## src/rtl/ppu_entity_stage_if.sv

```systemverilog
// Entity write channel between game logic (master) and the PPU entity staging stage (slave).
`timescale 1ns/1ps
interface ppu_entity_stage_if #(
  parameter int IDX_W    = 4,
  parameter int ENTITY_W = 14
) ();
  logic                wr_valid;
  logic                wr_ready;
  logic [IDX_W-1:0]    wr_index;
  logic [ENTITY_W-1:0] wr_data;
  logic                wr_last;

  modport master (
    output wr_valid,
    output wr_index,
    output wr_data,
    output wr_last,
    input  wr_ready
  );

  modport slave (
    input  wr_valid,
    input  wr_index,
    input  wr_data,
    input  wr_last,
    output wr_ready
  );
endinterface

```

## src/rtl/ppu_entity_stage.sv

```systemverilog
// Frame-synchronous entity staging: writes land in a shadow bank, which is copied to the
// active bank only at a frame boundary so the frame buffer controller never sees a torn update.
// Also delays the pixel coordinate / video-enable stream by PIX_LAT cycles.
`timescale 1ns/1ps
module ppu_entity_stage #(
  parameter int                   NUM_ENTITIES = 9,
  parameter int                   ENTITY_W     = 14,
  parameter int                   IDX_W        = 4,
  parameter int                   PIX_LAT      = 1,
  parameter logic [ENTITY_W-1:0]  RESET_ENTITY = 14'h3C00
) (
  input  logic                             pixel_clk,
  input  logic                             reset,
  ppu_entity_stage_if.slave                wr_if,
  input  logic                             frame_start,
  output logic [NUM_ENTITIES*ENTITY_W-1:0] entities,
  output logic                             commit_pulse,
  output logic                             staged,
  output logic [7:0]                       skip_count,
  output logic                             index_err,
  input  logic [9:0]                       x_in,
  input  logic [9:0]                       y_in,
  input  logic                             de_in,
  output logic [9:0]                       x_out,
  output logic [9:0]                       y_out,
  output logic                             de_out
);

  typedef enum logic [1:0] {
    IDLE   = 2'd0,
    STAGED = 2'd1,
    COMMIT = 2'd2
  } state_t;

  // Widened by one bit so the range check also works when NUM_ENTITIES == 2**IDX_W.
  localparam logic [IDX_W:0] NUM_IDX = (IDX_W+1)'(NUM_ENTITIES);

  state_t                                  state_q, state_d;
  logic [NUM_ENTITIES-1:0][ENTITY_W-1:0]   shadow_q, shadow_d;
  logic [NUM_ENTITIES-1:0][ENTITY_W-1:0]   active_q, active_d;
  logic                                    wr_ready_q, wr_ready_d;
  logic                                    commit_pulse_q, commit_pulse_d;
  logic                                    staged_q, staged_d;
  logic [7:0]                              skip_count_q, skip_count_d;
  logic                                    index_err_q, index_err_d;

  logic [9:0]                              x_pipe_q [PIX_LAT];
  logic [9:0]                              x_pipe_d [PIX_LAT];
  logic [9:0]                              y_pipe_q [PIX_LAT];
  logic [9:0]                              y_pipe_d [PIX_LAT];
  logic                                    de_pipe_q [PIX_LAT];
  logic                                    de_pipe_d [PIX_LAT];

  logic                                    wr_fire_s;
  logic                                    in_range_s;

  assign wr_fire_s  = wr_if.wr_valid && wr_ready_q;
  assign in_range_s = ({1'b0, wr_if.wr_index} < NUM_IDX);

  // Shadow-bank writes, index error tracking and the staging FSM next state.
  always_comb begin
    state_d      = state_q;
    shadow_d     = shadow_q;
    active_d     = active_q;
    skip_count_d = skip_count_q;
    index_err_d  = index_err_q;

    if (wr_fire_s) begin
      if (in_range_s) begin
        for (int k = 0; k < NUM_ENTITIES; k++) begin
          if (wr_if.wr_index == IDX_W'(k)) begin
            shadow_d[k] = wr_if.wr_data;
          end else begin
            shadow_d[k] = shadow_q[k];
          end
        end
      end else begin
        index_err_d = 1'b1;
      end
    end else begin
      shadow_d = shadow_q;
    end

    case (state_q)
      IDLE: begin
        if (wr_fire_s && wr_if.wr_last) begin
          if (frame_start) begin
            // Closing write and frame boundary coincide: commit it straight away.
            state_d  = COMMIT;
            active_d = shadow_d;
          end else begin
            state_d = STAGED;
          end
        end else if (frame_start) begin
          if (skip_count_q != 8'hFF) begin
            skip_count_d = skip_count_q + 8'd1;
          end else begin
            skip_count_d = skip_count_q;
          end
        end else begin
          state_d = IDLE;
        end
      end
      STAGED: begin
        if (frame_start) begin
          state_d  = COMMIT;
          active_d = shadow_d;
        end else begin
          state_d = STAGED;
        end
      end
      COMMIT: begin
        // A frame_start here is deliberately ignored and not counted as a skip.
        state_d = IDLE;
      end
      default: begin
        state_d = IDLE;
      end
    endcase

    wr_ready_d     = (state_d == IDLE);
    staged_d       = (state_d == STAGED);
    commit_pulse_d = (state_d == COMMIT);
  end

  // State, banks and status flags.
  always_ff @(posedge pixel_clk or negedge reset) begin
    if (!reset) begin
      state_q        <= IDLE;
      shadow_q       <= {NUM_ENTITIES{RESET_ENTITY}};
      active_q       <= {NUM_ENTITIES{RESET_ENTITY}};
      wr_ready_q     <= 1'b1;
      commit_pulse_q <= 1'b0;
      staged_q       <= 1'b0;
      skip_count_q   <= 8'd0;
      index_err_q    <= 1'b0;
    end else begin
      state_q        <= state_d;
      shadow_q       <= shadow_d;
      active_q       <= active_d;
      wr_ready_q     <= wr_ready_d;
      commit_pulse_q <= commit_pulse_d;
      staged_q       <= staged_d;
      skip_count_q   <= skip_count_d;
      index_err_q    <= index_err_d;
    end
  end

  // Pixel pipe next values: stage 0 takes the input, each later stage the one before it.
  always_comb begin
    for (int i = 0; i < PIX_LAT; i++) begin
      if (i == 0) begin
        x_pipe_d[i]  = x_in;
        y_pipe_d[i]  = y_in;
        de_pipe_d[i] = de_in;
      end else begin
        x_pipe_d[i]  = x_pipe_q[i-1];
        y_pipe_d[i]  = y_pipe_q[i-1];
        de_pipe_d[i] = de_pipe_q[i-1];
      end
    end
  end

  // Free-running pixel delay chain, independent of the staging FSM.
  always_ff @(posedge pixel_clk or negedge reset) begin
    if (!reset) begin
      for (int i = 0; i < PIX_LAT; i++) begin
        x_pipe_q[i]  <= 10'd0;
        y_pipe_q[i]  <= 10'd0;
        de_pipe_q[i] <= 1'b0;
      end
    end else begin
      for (int i = 0; i < PIX_LAT; i++) begin
        x_pipe_q[i]  <= x_pipe_d[i];
        y_pipe_q[i]  <= y_pipe_d[i];
        de_pipe_q[i] <= de_pipe_d[i];
      end
    end
  end

  assign wr_if.wr_ready = wr_ready_q;
  assign entities       = active_q;
  assign commit_pulse   = commit_pulse_q;
  assign staged         = staged_q;
  assign skip_count     = skip_count_q;
  assign index_err      = index_err_q;
  assign x_out          = x_pipe_q[PIX_LAT-1];
  assign y_out          = y_pipe_q[PIX_LAT-1];
  assign de_out         = de_pipe_q[PIX_LAT-1];

endmodule

```

## src/flat_wrapper.sv

```systemverilog
// flat-port wrapper written by rule: the top's interface ports become plain ports
module ppu_entity_stage_flat 
#(
  parameter int                   NUM_ENTITIES = 9,
  parameter int                   ENTITY_W     = 14,
  parameter int                   IDX_W        = 4,
  parameter int                   PIX_LAT      = 1,
  parameter logic [ENTITY_W-1:0]  RESET_ENTITY = 14'h3C00
)
  (pixel_clk, reset, frame_start, entities, commit_pulse, staged, skip_count, index_err, x_in, y_in, de_in, x_out, y_out, de_out, wr_if_wr_valid, wr_if_wr_index, wr_if_wr_data, wr_if_wr_last, wr_if_wr_ready);
  ppu_entity_stage_if #(.IDX_W(IDX_W), .ENTITY_W(ENTITY_W)) wr_if_i ();
  input  logic pixel_clk;
  input  logic reset;
  input  logic frame_start;
  output logic [NUM_ENTITIES*ENTITY_W-1:0] entities;
  output logic commit_pulse;
  output logic staged;
  output logic [7:0] skip_count;
  output logic index_err;
  input  logic [9:0] x_in;
  input  logic [9:0] y_in;
  input  logic de_in;
  output logic [9:0] x_out;
  output logic [9:0] y_out;
  output logic de_out;
  input wire logic [$bits(wr_if_i.wr_valid)-1:0] wr_if_wr_valid;
  input wire logic [$bits(wr_if_i.wr_index)-1:0] wr_if_wr_index;
  input wire logic [$bits(wr_if_i.wr_data)-1:0] wr_if_wr_data;
  input wire logic [$bits(wr_if_i.wr_last)-1:0] wr_if_wr_last;
  output wire logic [$bits(wr_if_i.wr_ready)-1:0] wr_if_wr_ready;
  assign wr_if_i.wr_valid = wr_if_wr_valid;
  assign wr_if_i.wr_index = wr_if_wr_index;
  assign wr_if_i.wr_data = wr_if_wr_data;
  assign wr_if_i.wr_last = wr_if_wr_last;
  assign wr_if_wr_ready = wr_if_i.wr_ready;
  ppu_entity_stage #(.NUM_ENTITIES(NUM_ENTITIES), .ENTITY_W(ENTITY_W), .IDX_W(IDX_W), .PIX_LAT(PIX_LAT), .RESET_ENTITY(RESET_ENTITY)) u_core (.pixel_clk(pixel_clk), .reset(reset), .wr_if(wr_if_i), .frame_start(frame_start), .entities(entities), .commit_pulse(commit_pulse), .staged(staged), .skip_count(skip_count), .index_err(index_err), .x_in(x_in), .y_in(y_in), .de_in(de_in), .x_out(x_out), .y_out(y_out), .de_out(de_out));
endmodule
```

## config.mk

```make
export PLATFORM = sky130hd
export DESIGN_NAME = ppu_entity_stage_flat
export DESIGN_NICKNAME = d
export VERILOG_FILES = /design/src/rtl/ppu_entity_stage_if.sv /design/src/rtl/ppu_entity_stage.sv /design/src/flat_wrapper.sv
export SDC_FILE = /design/constraint.sdc
export NUM_CORES = 1
export LEC_CHECK = 0
export BUFFER_PORTS_ARGS = -buffer_cell sky130_fd_sc_hd__buf_2
export CAP_MARGIN = 20
export CORE_ASPECT_RATIO = 2
export CORE_UTILIZATION = 30
export CTS_BUF_LIST = sky130_fd_sc_hd__clkbuf_8
export CTS_CLUSTER_DIAMETER = 200
export DETAILED_ROUTE_END_ITERATION = 16
export GPL_ROUTABILITY_DRIVEN = 0
export PLACE_DENSITY = 0.52
export SLEW_MARGIN = 15
export SYNTH_ARGS = -nofsm -noshare
export SYNTH_HDL_FRONTEND = slang
export SYNTH_SLANG_ARGS = --single-unit
```

## constraint.sdc

```tcl
create_clock -name pixel_clk -period 1.8 [get_ports pixel_clk]
set_clock_uncertainty 0.15 [all_clocks]
set_input_delay 0 -clock pixel_clk [delete_from_list [all_inputs] [get_ports pixel_clk]]
set_output_delay 0 -clock pixel_clk [all_outputs]
set_load 0.01 [all_outputs]
```

==> run_results.csv <==
group,metric,value,unit
power_and_ir_drop,total_power,20.4,mW
hold_path,holdPathStages,3,
power_and_ir_drop,power_frac_seq,0.474,
drt,wl_per_cell,22.1,um
grt,grt_pass1_vias,9990,
logic_synthesis,yosysTopAreaCell,"dfrtp_1",
power_and_ir_drop,leakage,6.75,nW
cells_and_area,fill_cells,3694,
logic_synthesis,synth_nets,1128,
setup_path,critPathRequiredTime,2.14,ns
cells_and_area,nets,1389,
sta,setup_viol,9,
logic_synthesis,synth_top_area_frac,0.470,
hold_path,min_path_type,"input port to register",
sta,tns,-0.0915,ns
setup_path,worstPathArrival,2.16,ns
logic_synthesis,syn-cell-area,0.0114,mm2
die,fp.dieH,278,um
power_and_ir_drop,power_frac_clock,0.273,
clock_tree,cts_root_buffer,"clkbuf_8",
grt,grt_pass1_wl,61.3,mm
logic_synthesis,yosysUniqueCellTypes,38,
sta,grt_setup_unrepaired,"true",
clock_tree,cts_tree,"done",
logic_synthesis,synthesis.instances,1083,
clock_tree,insertion_delay,0.58,ns
setup_path,critPathMaxFanout,22,
power_and_ir_drop,netSwitchingFraction,0.334,
clock_tree,path_clk_slew,0.06,ns
setup_path,reg2reg_from,"u_core.wr_if.wr_ready$_DFF_PN1_",
logic_synthesis,synth_edf_count,0,
logic_synthesis,syn_area_per_cell,10.5,um2
drt,drt.antenna.violating_nets,0,
grt,grt_max_degree,73,
die,initial_core_util,0.306,
drt,dr.pass1.iters,5,
die,num_rows,100,
job,max-cap-violations,0,
clock_tree,htreeDepth,2,
run_status,violations,"negative setup slack",
logic_synthesis,synth_ff_type,"dfrtp_1",
sta,setup_ws,-0.0229,ns
power_and_ir_drop,p_int,13.6,mW
logic_synthesis,synth_common_cells,"dfrtp_1 (214), nand2_1 (133), nand3_1 (132)",
die,fp.dieW,140,um
drt,drc,0,
die,core,0.0373,mm2
sta,worst_pin_slew,0.510,ns
sta,timing.final.crit_share,1.01,
cells_and_area,multi_input_area,0.00364,mm2
placed_design,dpl_cell_area,0.0130,mm2
setup_path,critPathKind,"register to register",
logic_synthesis,async_flop_share,1.00,
logic_synthesis,yosysMostFrequentCell,"dfrtp_1",
grt,track_usage,0.205,
cells_and_area,ff_latch_area,0.00727,mm2
drt,num_vias,9886,
sta,hold_viol,0,
grt,antenna_found_initial,3,
hold_path,hold_path.startpoint,"frame_start",
power_and_ir_drop,power_density,1370,mW/mm2
drt,avgViaCountPerCell,5.37,
clock_tree,cts_buffers,44,
setup_path,startpoint,"u_core.wr_if.wr_ready$_DFF_PN1_",
cells_and_area,area_delta_synth_final,30.0,%
sta,fin_hold_ws,0.0410,ns
power_and_ir_drop,combPwrFrac,0.253,
clock_tree,ctsLongestPathBuffers,3,
cells_and_area,layout-drive-gt1-share,0.306,
logic_synthesis,synth_area_leaders,"dfrtp_1 (47%), dfstp_2 (17%), a31oi_1 (6.9%), nand3_1 (5.8%), a21oi_1 (5.5%)",
die,dieArea,0.0388,mm2
power_and_ir_drop,p_sw,6.81,mW
run_status,outcome,"complete, but fails checks",
sta,post-route-min-period,1.82,ns
power_and_ir_drop,ir_drop,454,uV
placed_design,dp_hpwl,24.4,mm
die,io_pins,203,
clock_tree,cts_sinks,287,
logic_synthesis,yosysWarnings,0,
drt,drtIter0Drc,773,
sta,maxSlewViolCount,0,
cells_and_area,final_cell_area,0.0148,mm2
logic_synthesis,synth.ff_latch_count,287,
sta,fmax,549,MHz
setup_path,worstSetupStartpointType,"register",
sta,timing.slew.headroom,0.660,
logic_synthesis,ys_seq_area_frac,0.638,
drt,wl,40.7,mm
grt,grt_overflow,0,
setup_path,endpoint_kind,"register",
placed_design,port_buffers,202,
setup_path,reg2reg_depth,5,
-- cells in the final DEF, fill, tap and decap left out, drive strengths merged, types with 2 or more instances in the layout --
master	Yosys	layout
a21oi	126	126
a31oi	127	127
buf	78	254
clkbuf	31	58
clkinv	0	3
dfrtp	214	214
dfstp	73	73
diode	0	3
dlygate4sd3	0	66
inv	0	23
mux2	7	7
nand2	133	133
nand2b	5	5
nand3	132	132
nand4	2	2
nor2	5	5
nor2b	3	3
nor3	3	3
nor4	3	3
o21ai	128	128
-- power groups by stage --
| stage | Combinational (mW) | Clock (mW) | Sequential, mW |
|---|---|---|---|
| after floorplan | 2.20 | 0 | 9.93 |
| after global placement | 4.83 | 0 | 9.72 |
| after detailed placement | 4.97 | 0 | 9.73 |
| after CTS | 5.09 | 5.76 | 9.64 |
| after global routing | 5.71 | 6.00 | 9.84 |
| final | 5.16 | 5.57 | 9.66 |
-- per-layer routing --
metal / routed length (um) / up-vias / track usage
li1: - / 4429 / -
met1: 15800 / 5017 / 0.239
met2: 20900 / 343 / 0.359
met3: 2000 / 97 / 0.0326
met4: 2040 / 0 / 0.108
met5: 0 / - / 0
-- cell type report --
type | count | area share
diodes | 3 | 0.000506
clock buffers | 54 | 0.0501
clock inverters | 28 | 0.0102
multi-input cells | 687 | 0.246
flip-flops and latches | 287 | 0.490
well taps | 459 | 0.0387
repair buffers | 324 | 0.164
-- sequential cells by signal, indices dropped and copies added, names as in the netlist --
name                   flops
u_core.index_err           1
u_core.staged              1
u_core.y_out              10
u_core.state_q             2
u_core.skip_count          8
u_core.commit_pulse        1
u_core.entities          126
u_core.x_out              10
u_core.de_out              1
u_core.shadow_q          126
u_core.wr_if.wr_ready      1
-- final timing paths --
kind / to / slack [ns]
setup reg to reg: u_core.entities[94]$_DFFE_PN1P_ / -0.02
hold reg to reg: u_core.index_err$_DFFE_PN0P_ / 0.31
max in group asynchronous: u_core.shadow_q[108]$_DFF_PN1_ / 0.64
hold / removal: u_core.state_q[0]$_DFF_PN0_ / 0.04
setup / recovery: u_core.entities[94]$_DFFE_PN1P_ / -0.02
min in group asynchronous: u_core.x_out[9]$_DFF_PN0_ / 0.39
-- worst max-delay path, cell delays in order, from the launching register on --
cell and delay, ns:
dfstp_2 0.62, and4b_2 0.30, buf_12 0.13, buf_12 0.16, nand3_1 0.11, a31oi_1 0.24
-- metrics by stage --
| step | worst slack [ns] | utilization | std cells |
|---|---|---|---|
| after floorplan | 0.153 | - | 1083 |
| after global placement | 0.0441 | 0.350 | 1683 |
| after detailed placement | 0.0149 | 0.350 | 1683 |
| after CTS | -0.00588 | 0.392 | 1831 |
| after global routing | -0.0884 | 0.398 | 1842 |
| final | -0.0229 | 0.398 | 1842 |
-- cell families (layout without fill, tap and decap cells) --
kind of cell             Yosys count  count (layout)  synth area share
AND/OR/NAND/NOR                  294             294             0.119
flip-flops                       287             287             0.638
other                              0               3                 0
XOR/XNOR                           1               1          0.000768
buffers and inverters            109             406            0.0502
AO/OA/AOI/OAI                    384             384             0.184
adder cells (fa/ha/maj)            1               1           0.00110
multiplexers                       7               7           0.00691
-- what timing repair did --
action	in CTS	in global routing
gates resized for setup	1	53
endpoints found under the setup margin	5	141
endpoints found under the hold margin	567	18
pin swaps	3	41
hold buffers	66	1
setup buffers	0	4
cloned	0	3
Note: power is estimated with default switching activity, not from simulation.
